--- config.mk ---
export PLATFORM = sky130hd
export DESIGN_NAME = uart_tx_scheduler
export DESIGN_NICKNAME = d
export VERILOG_FILES = /design/src/rtl/uart_tx_scheduler.sv
export SDC_FILE = /design/constraint.sdc
export NUM_CORES = 1
export LEC_CHECK = 0
export ABC_AREA = 1
export ABC_CLOCK_PERIOD_IN_PS = 2800
export BUFFER_PORTS_ARGS = -buffer_cell sky130_fd_sc_hd__buf_4
export CORE_UTILIZATION = 50
export CTS_CLUSTER_DIAMETER = 200
export CTS_CLUSTER_SIZE = 40
export DETAILED_ROUTE_END_ITERATION = 12
export PLACE_DENSITY = 0.87
export SYNTH_ARGS = -nofsm -noshare
export SYNTH_HDL_FRONTEND = slang
export SYNTH_SLANG_ARGS = --single-unit
--- constraint.sdc ---
create_clock -name i_clk -period 2.8 [get_ports i_clk]
set_input_delay 0.42 -clock i_clk [delete_from_list [all_inputs] [get_ports i_clk]]
set_output_delay 0.42 -clock i_clk [all_outputs]
set_load 0.01 [all_outputs]
--- src/rtl/uart_tx_scheduler.sv ---
// -----------------------------------------------------------------------------
// uart_tx_scheduler
//
// Purpose:
//    Shares one UART transmitter between two requesters. Each requester sends a
//    1- or 2-byte message. When the scheduler is idle it picks a requester with
//    round-robin arbitration. It then latches that requester's payload, length
//    and parity configuration, and sends the bytes low byte first. Each byte
//    uses the transmitter's DATA_VALID / BUSY handshake. The scheduler pulses
//    MSG_DONE after the last byte's frame has finished.
//
// Optional feature (macro UART_SCHED_TIMEOUT_EN):
//    When defined, a TO_W-bit counter watches WAIT_HI. If TX_BUSY has not risen
//    after TIMEOUT cycles, the message is dropped, TIMEOUT_ERR pulses and the
//    scheduler returns to IDLE. When undefined, no counter is built, WAIT_HI
//    waits forever and o_timeout_err is tied low.
//
// Parameters:
//    TIMEOUT  cycles to wait for TX_BUSY to rise after a strobe (timeout build)
//    TO_W     width of the timeout counter; TIMEOUT must be < 2**TO_W
//
// Ports:
//    i_clk, i_rst              clock, synchronous active-high reset
//    i_req0/1                  message request, held until the matching ACK
//    i_len0/1                  0 = 1 byte, 1 = 2 bytes
//    i_data0/1 [15:0]          payload, byte0 = [7:0], byte1 = [15:8]
//    o_ack0/1                  one-cycle grant pulse (payload captured here)
//    i_cfg_par_en/typ          parity config, sampled at grant
//    o_tx_p_data [7:0]         byte to the transmitter (holds between strobes)
//    o_tx_data_valid           one-cycle byte strobe
//    o_tx_par_en/typ           latched parity config for the whole message
//    i_tx_busy                 transmitter busy flag
//    o_sched_busy              high in every state except IDLE
//    o_msg_done                one-cycle pulse after the last frame ends
//    o_msg_src                 requester of the current or most recent message
//    o_timeout_err             one-cycle pulse when a message is aborted
// -----------------------------------------------------------------------------
module uart_tx_scheduler #(
   parameter int TIMEOUT = 31,
   parameter int TO_W    = 5
) (
   input  logic        i_clk,
   input  logic        i_rst,
   input  logic        i_req0,
   input  logic        i_req1,
   input  logic        i_len0,
   input  logic        i_len1,
   input  logic [15:0] i_data0,
   input  logic [15:0] i_data1,
   output logic        o_ack0,
   output logic        o_ack1,
   input  logic        i_cfg_par_en,
   input  logic        i_cfg_par_typ,
   output logic [7:0]  o_tx_p_data,
   output logic        o_tx_data_valid,
   output logic        o_tx_par_en,
   output logic        o_tx_par_typ,
   input  logic        i_tx_busy,
   output logic        o_sched_busy,
   output logic        o_msg_done,
   output logic        o_msg_src,
   output logic        o_timeout_err
);

   typedef enum logic [1:0] {
      S_IDLE    = 2'd0,
      S_ISSUE   = 2'd1,
      S_WAIT_HI = 2'd2,
      S_WAIT_LO = 2'd3
   } state_t;

   state_t      r_state;
   logic        r_last;    // requester granted most recently; 1 after reset so 0 wins first tie
   logic        r_idx;     // byte index within the message
   logic        r_len;     // latched length (index of the last byte)
   logic [15:0] r_data;    // latched payload

   logic        w_any_req;
   logic        w_gnt;
   logic [7:0]  w_byte;

   // On a tie, grant the requester that was not granted last time.
   // Otherwise grant whichever requester is asserting.
   assign w_any_req = i_req0 | i_req1;
   assign w_gnt     = (i_req0 & i_req1) ? ~r_last : i_req1;
   assign w_byte    = r_idx ? r_data[15:8] : r_data[7:0];

   // This block builds no hardware. It is a visible marker in the hierarchy
   // when TIMEOUT cannot be represented in the TO_W-bit counter.
   if ((TIMEOUT < 1) || (TIMEOUT >= (2 ** TO_W))) begin : g_timeout_cfg_invalid
   end

`ifdef UART_SCHED_TIMEOUT_EN
   logic [TO_W-1:0] r_to_cnt;
`else
   assign o_timeout_err = 1'b0;
`endif

   always_ff @(posedge i_clk) begin
      if (i_rst) begin
         r_state         <= S_IDLE;
         r_last          <= 1'b1;
         r_idx           <= 1'b0;
         r_len           <= 1'b0;
         r_data          <= '0;
         o_ack0          <= 1'b0;
         o_ack1          <= 1'b0;
         o_tx_p_data     <= '0;
         o_tx_data_valid <= 1'b0;
         o_tx_par_en     <= 1'b0;
         o_tx_par_typ    <= 1'b0;
         o_sched_busy    <= 1'b0;
         o_msg_done      <= 1'b0;
         o_msg_src       <= 1'b0;
`ifdef UART_SCHED_TIMEOUT_EN
         r_to_cnt        <= '0;
         o_timeout_err   <= 1'b0;
`endif
      end else begin
         // The pulse outputs default low. Each state raises its pulse for one cycle.
         o_ack0          <= 1'b0;
         o_ack1          <= 1'b0;
         o_tx_data_valid <= 1'b0;
         o_msg_done      <= 1'b0;
`ifdef UART_SCHED_TIMEOUT_EN
         o_timeout_err   <= 1'b0;
`endif
         case (r_state)
            S_IDLE: begin
               if (w_any_req) begin
                  o_ack0       <= ~w_gnt;
                  o_ack1       <= w_gnt;
                  r_data       <= w_gnt ? i_data1 : i_data0;
                  r_len        <= w_gnt ? i_len1 : i_len0;
                  o_tx_par_en  <= i_cfg_par_en;
                  o_tx_par_typ <= i_cfg_par_typ;
                  r_idx        <= 1'b0;
                  r_last       <= w_gnt;
                  o_msg_src    <= w_gnt;
                  o_sched_busy <= 1'b1;
                  r_state      <= S_ISSUE;
               end
            end

            S_ISSUE: begin
               // Wait here until the transmitter has finished the previous frame.
               if (!i_tx_busy) begin
                  o_tx_p_data     <= w_byte;
                  o_tx_data_valid <= 1'b1;
                  r_state         <= S_WAIT_HI;
`ifdef UART_SCHED_TIMEOUT_EN
                  r_to_cnt        <= '0;
`endif
               end
            end

            S_WAIT_HI: begin
               if (i_tx_busy) begin
                  r_state <= S_WAIT_LO;
`ifdef UART_SCHED_TIMEOUT_EN
               end else if (r_to_cnt == TO_W'(TIMEOUT - 1)) begin
                  // This edge is the TIMEOUT-th cycle spent in WAIT_HI.
                  // Abort the message: no further bytes and no MSG_DONE.
                  o_timeout_err <= 1'b1;
                  o_sched_busy  <= 1'b0;
                  r_state       <= S_IDLE;
               end else begin
                  r_to_cnt <= r_to_cnt + 1'b1;
`endif
               end
            end

            S_WAIT_LO: begin
               if (!i_tx_busy) begin
                  if (r_idx == r_len) begin
                     o_msg_done   <= 1'b1;
                     o_sched_busy <= 1'b0;
                     r_state      <= S_IDLE;
                  end else begin
                     r_idx   <= 1'b1;
                     r_state <= S_ISSUE;
                  end
               end
            end

            default: begin
               o_sched_busy <= 1'b0;
               r_state      <= S_IDLE;
            end
         endcase
      end
   end

endmodule

Word-level counts from Yosys, hierarchy flattened
Cells that the tools add are included.
{"block": "word_totals", "regBits": 37, "in_bits": 41, "latch_bits": 0, "ramBits": 0, "output_inout_bits": 17, "rom_bits": 0, "n_memories": 0, "wordCells": 63}
{"block": "classes", "shifts": 0, "div_mod_pow": 0, "n_lt_le_gt_ge": 0, "bitwise": 9, "eq_ne": 10, "reduce_logical": 10, "muxes": 20, "mul": 0, "n_addsub": 0}
{"operator": "16-bit 2-to-1 mux", "n": 1}
{"operator": "2-bit inequality test, second input constant", "n": 6}
{"operator": "4-bit AND reduction", "n": 3}
{"operator": "1-bit 2-to-1 mux", "n": 11}
{"operator": "2-bit 2-to-1 mux", "n": 4}
{"operator": "8-bit 2-to-1 mux", "n": 1}
{"operator": "2-bit one-hot mux with 4 select lines", "n": 1}
{"operator": "1-bit NOT", "n": 7}
{"operator": "3-bit OR reduction", "n": 2}
{"operator": "2-bit == test, second input constant", "n": 2}
{"operator": "1-bit one-hot mux with 2 select lines", "n": 2}
{"operator": "2-bit AND reduction", "n": 2}
{"operator": "2-bit by 1-bit == test with 1-bit output, second input constant", "n": 1}
{"operator": "2-bit logical NOT", "n": 1}
{"operator": "2-bit nonzero test", "n": 1}
{"operator": "2-bit OR reduction", "n": 1}
{"operator": "1-bit bitwise AND", "n": 1}
{"operator": "1-bit == test", "n": 1}
{"operator": "1-bit OR", "n": 1}

Depth between registers and ports, before layout
Gate-level depths: netlist (run 1).
{"block": "depth", "depth_word": 4, "mapped_depth": 8, "depth_no_buf": 8}

Worst setup path after synthesis (run 1)
No wires, ideal clock.
{"block": "synth_timing", "path_kind": "flip-flop to flip-flop", "from": "register r_state[0]", "to": "register r_data[10]", "setup_time_ns": 0.125, "arrival_time_ns": 1.221, "setup_slack_ns": 1.454, "required_ns": 2.675, "period_less_slack_ns": 1.346, "n_path_buf": 1, "path_stages_with_launch": 8, "cell_sequence": "dfxtp_1 inv_1 ha_1 o21ai_4 inv_4 buf_6 o21ai_1 a31oi_1"}
{"block": "synth_via", "elab_chain_cells": 2}
{"element": "from (decl)", "line": "72", "text": "state_t r_state;"}
{"element": "from (signal assigned)", "line": "101", "text": "r_state <= S_IDLE;"}
{"element": "from (signal assigned)", "line": "141", "text": "r_state <= S_ISSUE;"}
{"element": "from (signal assigned)", "line": "150", "text": "r_state <= S_WAIT_HI;"}
{"element": "2-bit logical NOT", "line": "128", "text": "case (r_state)"}
{"element": "2-bit AND reduction (no line)"}
{"element": "to (signal assigned)", "line": "133", "text": "r_data <= w_gnt ? i_data1 : i_data0;"}
{"element": "to (decl)", "line": "76", "text": "logic [15:0] r_data;"}
No other way between the ends.
A chain may end at the register's enable or synchronous reset.

Worst setup path in the final report (run 1)
{"block": "layout_timing", "from": "register r_state[0]", "to": "register r_data[1]"}
The elaborated chain is that of the path after synthesis.

==> results.toml, run 1 <==
[outcome]
status = "finished clean"

[cts]
htree_levels = 2
clk_pin_slew_ns = 0.10
cts_resized = 0
holdBufCountCts = 0
clockRootBuffer = "clkbuf_4"
numCtsBuffers = 5
clk-insertion-delay-late_ns = 0.34
postCtsSetupBuffers = 0
cts_tree = "yes"
clockBufferDepth = 2
numClockSinks = 37

[global_route]
grt-ovfl-total = 0
grt_pass1_wl_microns = 6160
track_usage_pct = 23.3
grt_pass1_vias = 1405
antenna_found_initial = 0
grt_max_degree = 37

[worst_setup_path]
r2r-end = "r_data[1]"
startpoint = "r_state[0]"
cpLargestDelayFamily = "compound AO/OA/AOI/OAI gates"
cp_num_cells = 6
endpoint = "r_data[1]"
path_cells = "inv_1, ha_1, o21ai_4, inv_4, o21ai_0, a31oi_1"
cpPeakStageDelay_ns = 0.39
reg2reg_slack_ns = 1.14
endpoint_kind = "flop"
required_ns = 3.07
rr_worst_depth = 6
cp_data_arrival_time_ns = 1.93
cp_num_buf_inv = 2
r2r_start = "r_state[0]"
crit_slowest_cell = "dfxtp_1"
timing_worst_setup_path_type = "reg2reg"
start_kind = "flop"
cp_max_fo = 36

[logic_synthesis]
synth-seq-cells = 37
yosysSeqAreaShare_pct = 44.5
ys_warn_count = 0
synth_area_sq_mm = 0.00166
synth_cell_types = 27
syn_nets = 261
post_synth.cell_area_avg_sq_um = 7.78
synth_cells = 214

[timing]
report.final.hold_viol_count = 0
fin_setup_tns_ns = 0
fin_skew_ns = 0.00983
finalMaxSlewViolations = 0
tightestPinTransition_ns = 0.739
fin_crit_sh_pct = 59.3
fmax_mhz = 603
fin_crit_ns = 1.66
finalSetupViolCount = 0
rsz0062_at_grt = "no"
hold-worst-slack_ns = 0.288
slew_headroom_pct = 50.7

[route]
drt-pass1-iter-count = 4
antenna_left = 0
vias_per_cell = 5.20
drt_drc_violations_left = 0
wl_per_cell_microns = 12.2
first_iter_violations = 53
dr_total_vias = 1618
wirelength_microns = 3810

[floorplanning]
die_w_microns = 59.7
rows = 20
die-area_sq_mm = 0.00356
core_area_sq_mm = 0.00310
start_util_pct = 53.6
die_h_microns = 59.7
io_pins = 58

[flow_run]
drv_cap = 0

[final_layout]
num-fill-cells = 281
final_core_util_pct = 68.0
nets = 313
reg.largest.list = "r_data x16, o_tx_p_data x8, r_state x2"
drive_above_1_share_pct = 25.5
area_growth_syn_to_layout_pct = 26.8
largest_register_ffs = 16
diodes = 0
top_register = "r_data"

[place]
hpwlAfterDp_microns = 2740
portBuffers = 56
gp_congestion = 0.812

[pwr]
ir_worst_vdd_uv = 377
p_leak_nw = 0.986
power_mw = 1.49
power.density_mw_per_mm2 = 704

[worst_hold_path]
hold_class = "in2reg"
-- routing by layer --
layer	vias to the layer above	routed length, microns	track usage, %	part of all wire (%)
met5	-	0	0	0
met4	0	84	11.6	2.2
met3	11	268	6.06	7.0
met2	67	1690	33.0	44
met1	710	1760	32.7	46
li1	830	-	-	-
-- cells in the final DEF (no fill, tap or decap), drive strengths merged --
cell	netlist	final
a211oi	1	1
a21oi	21	21
a31oi	18	18
buf	9	56
clkbuf	2	8
clkinv	1	1
conb	1	1
dfxtp	37	37
ha	6	6
inv	12	12
nand2	59	59
nand3	5	5
nand4	1	1
nor2	8	8
nor3	2	2
o21ai	31	31
-- through the flow --
stage | area [sq um] | setup WS (ns) | instances
floorplan | 1660 | 1.45 | 214
CTS | 2110 | 1.14 | 311
finish | 2110 | 1.14 | 311
global route | 2110 | 0.986 | 311
detailed placement | 2060 | 1.18 | 303
global placement | 2060 | 1.25 | 303
-- final cells by class --
class,instances,area [sq um],share of cell area (%)
multi-input cells,153,790,37.4
flip-flops and latches,37,741,35.1
repair buffers,56,420,19.9
inverters,13,56.3,2.67
well taps,44,55.1,2.61
clock buffers,8,48.8,2.31
-- cells in the mapped netlist (all sizes together) --
master  instances  share of area, %
a21oi          21               7.0
o21ai          31                10
conb            1              0.23
inv            12               3.2
clkinv          1              0.23
a31oi          18               6.8
nand4           1              0.38
clkbuf          2              0.53
nand3           5               1.5
nand2          59                14
dfxtp          37                45
nor3            2              0.60
buf             9               4.1
nor2            8               2.3
a211oi          1              0.45
ha              6               4.5
-- worst min path at each step --
stage / startpoint / end / cells past startpoint
after global placement: o_sched_busy / o_sched_busy / 2
after detailed placement: r_data[3] / o_tx_p_data[3] / 2
after floorplan: r_data[1] / o_tx_p_data[1] / 2
final: i_tx_busy / o_msg_done / 2
after CTS: i_tx_busy / o_msg_done / 2
after global routing: i_tx_busy / o_msg_done / 2
-- logic make-up after synthesis --
| family | after synthesis | synth area share [%] |
|---|---|---|
| other cells | 1 | 0.225 |
| simple gates | 75 | 18.5 |
| compound gates | 71 | 24.2 |
| buf+inv | 24 | 8.04 |
| flops | 37 | 44.5 |
| fa+ha+maj | 6 | 4.51 |
-- where the power goes --
group / leakage, nW / total (mW) / internal (mW) / switching, mW
combinational: 0.655 / 0.505 / 0.208 / 0.297
sequential: 0.305 / 0.719 / 0.646 / 0.0730
clock: 0.0265 / 0.261 / 0.100 / 0.161
Note: power is estimated with default switching activity, not from simulation.
==> run 2: changes to the inputs <==
- ABC_CLOCK_PERIOD_IN_PS: 2800 -> 1600
- CORE_UTILIZATION: 50 -> 49
- PLACE_DENSITY: 0.87 -> 0.86
- clock period: 2.8 -> 1.6 ns (I/O delays scaled with it)
==> run 2 against run 1 <==
  * Final area increased by 2.5%
  * Maximum frequency is 13% higher
  * Hold slack lost 0.18 ns
  * First-iteration DRC count is 5.7% lower
  * Sequential power is 75% higher
  * Critical path depth rose by 1
  * Die area is 2.0% higher
  * Wire length increased by 1.0%
==> results.toml, run 2 (synthesis gave the netlist of run 1 again) <==
[global_route]
grtUsageMet1_pct = 30.9
antenna_found_initial = 0
grt_pass1_wl_microns = 6190
grtUsageMet2_pct = 34.9
grt-ovfl-total = 0
grt_util_met3_pct = 6.93
track_usage_pct = 23.1
top_usage_layer = "met2"
grt_max_degree = 37
grt_pass1_vias = 1401

[final_layout]
reg.largest.list = "r_data x16, o_tx_p_data x8, r_state x2"
final_common_cell = "buf_4"
diodes = 0
nets = 318
area_growth_syn_to_layout_pct = 30.1
final_core_util_pct = 69.2
top_register = "r_data"
largest_register_ffs = 16
final_cell_mix = "buf_4 (60), nand2_1 (58), dfxtp_1 (36)"
drive_above_1_share_pct = 28.8

[pwr]
p_leak_nw = 1.01
power.density_mw_per_mm2 = 1240
ir_worst_vdd_uv = 672
power_mw = 2.68

[floorplanning]
die_w_microns = 60.3
die_h_microns = 60.3
start_util_pct = 53.2
die-area_sq_mm = 0.00363
io_pins = 58
rows = 20
core_area_sq_mm = 0.00313

[cts]
numCtsBuffers = 5
clockRootBuffer = "clkbuf_4"
htree_levels = 2
numClockSinks = 37
clockBufferDepth = 2
cts_tree = "yes"
clk-insertion-delay-late_ns = 0.34
holdBufCountCts = 0
clk_pin_slew_ns = 0.11

[timing]
fmax_mhz = 678
fin_skew_ns = 0.00678
report.final.hold_viol_count = 0
rsz0062_at_grt = "yes"
finalMaxSlewViolations = 0
fin_crit_sh_pct = 92.2
hold-worst-slack_ns = 0.106
finalSetupViolCount = 0
setup_slack_ns = 0.125
fin_crit_ns = 1.47

[place]
gp_congestion = 0.798
portBuffers = 56
pre_cts_ws_ns = 0.000254
hpwlAfterDp_microns = 2780

[worst_setup_path]
r2r_start = "r_state[1]"
rr_worst_depth = 7
timing_worst_setup_path_type = "reg2reg"
r2r-end = "o_tx_p_data[5]"
cp_data_arrival_time_ns = 1.71
required_ns = 1.84
cp_max_fo = 6
start_kind = "flop"
endpoint_kind = "flop"
reg2reg_slack_ns = 0.13

[flow_run]
drv_cap = 0

[outcome]
status = "finished clean"

[route]
antenna_left = 0
drt-pass1-iter-count = 4
dr_total_vias = 1631
wl_per_cell_microns = 12.2
first_iter_violations = 50
drt_drc_violations_left = 0
vias_per_cell = 5.18
wirelength_microns = 3850

[worst_hold_path]
hold_depth = 2
min_from = "i_tx_busy"
hold_class = "in2reg"
worstHoldEndpoint = "o_msg_done"
run 2: how the worst max path moves through the flow:
stage | slack [ns] | start | to
3_5_place_dp | 0.0003 | r_state[0] | r_data[0]
4_1_cts | 0.01 | r_state[1] | o_tx_p_data[5]
3_3_place_gp | 0.06 | r_state[0] | r_data[0]
6_report | 0.13 | r_state[1] | o_tx_p_data[5]
2_1_floorplan | 0.25 | r_state[0] | r_data[10]
5_1_grt | -0.0007 | r_state[0] | r_data[3]
run 2: routing by layer:
layer  part of all wire, %  vias up  wire length (microns)
li1                      -      843                      -
met1                    46      720                   1790
met2                    47       63                   1800
met3                   5.6        5                    215
met4                   1.2        0                     47
met5                     0        -                      0
run 2: stage by stage:
stage / instance area (sq um) / std cells / setup TNS [ns]
after floorplan: 1660 / 214 / 0
after CTS: 2140 / 313 / 0
after global placement: 2080 / 306 / 0
after detailed placement: 2080 / 306 / 0
after global routing: 2160 / 315 / -0.000652
final: 2160 / 315 / 0
run 2: area by class of cell:
cell class                      count  area, sq um
Fill cell                         255          963
Sequential cell                    37          742
Timing Repair inverter              1         7.51
Inverter                           13         62.6
Timing Repair Buffer               60          450
Tap cell                           44         55.1
Clock buffer                        7         55.1
Multi-Input combinational cell    153          792
run 2: repair_timing:
item / 4_1_cts / 5_1_grt
gates resized for setup: 1 / 5
gates cloned: 0 / 1
setup buffers: 0 / 1
pin swaps: 0 / 1
setup endpoints to repair: 3 / 28
run 2: worst max-delay path: stages (launching register included):
cell,delay [ns]
dfxtp_1,0.37
inv_2,0.10
ha_1,0.15
inv_1,0.08
nor2_4,0.22
clkinvlp_4,0.19
a21oi_1,0.17
a21oi_1,0.08
run 2: where the power goes:
part / total [mW] / switching, mW / internal [mW]
Combinational: 0.916 / 0.531 / 0.385
Clock: 0.497 / 0.289 / 0.207
Sequential: 1.26 / 0.131 / 1.13
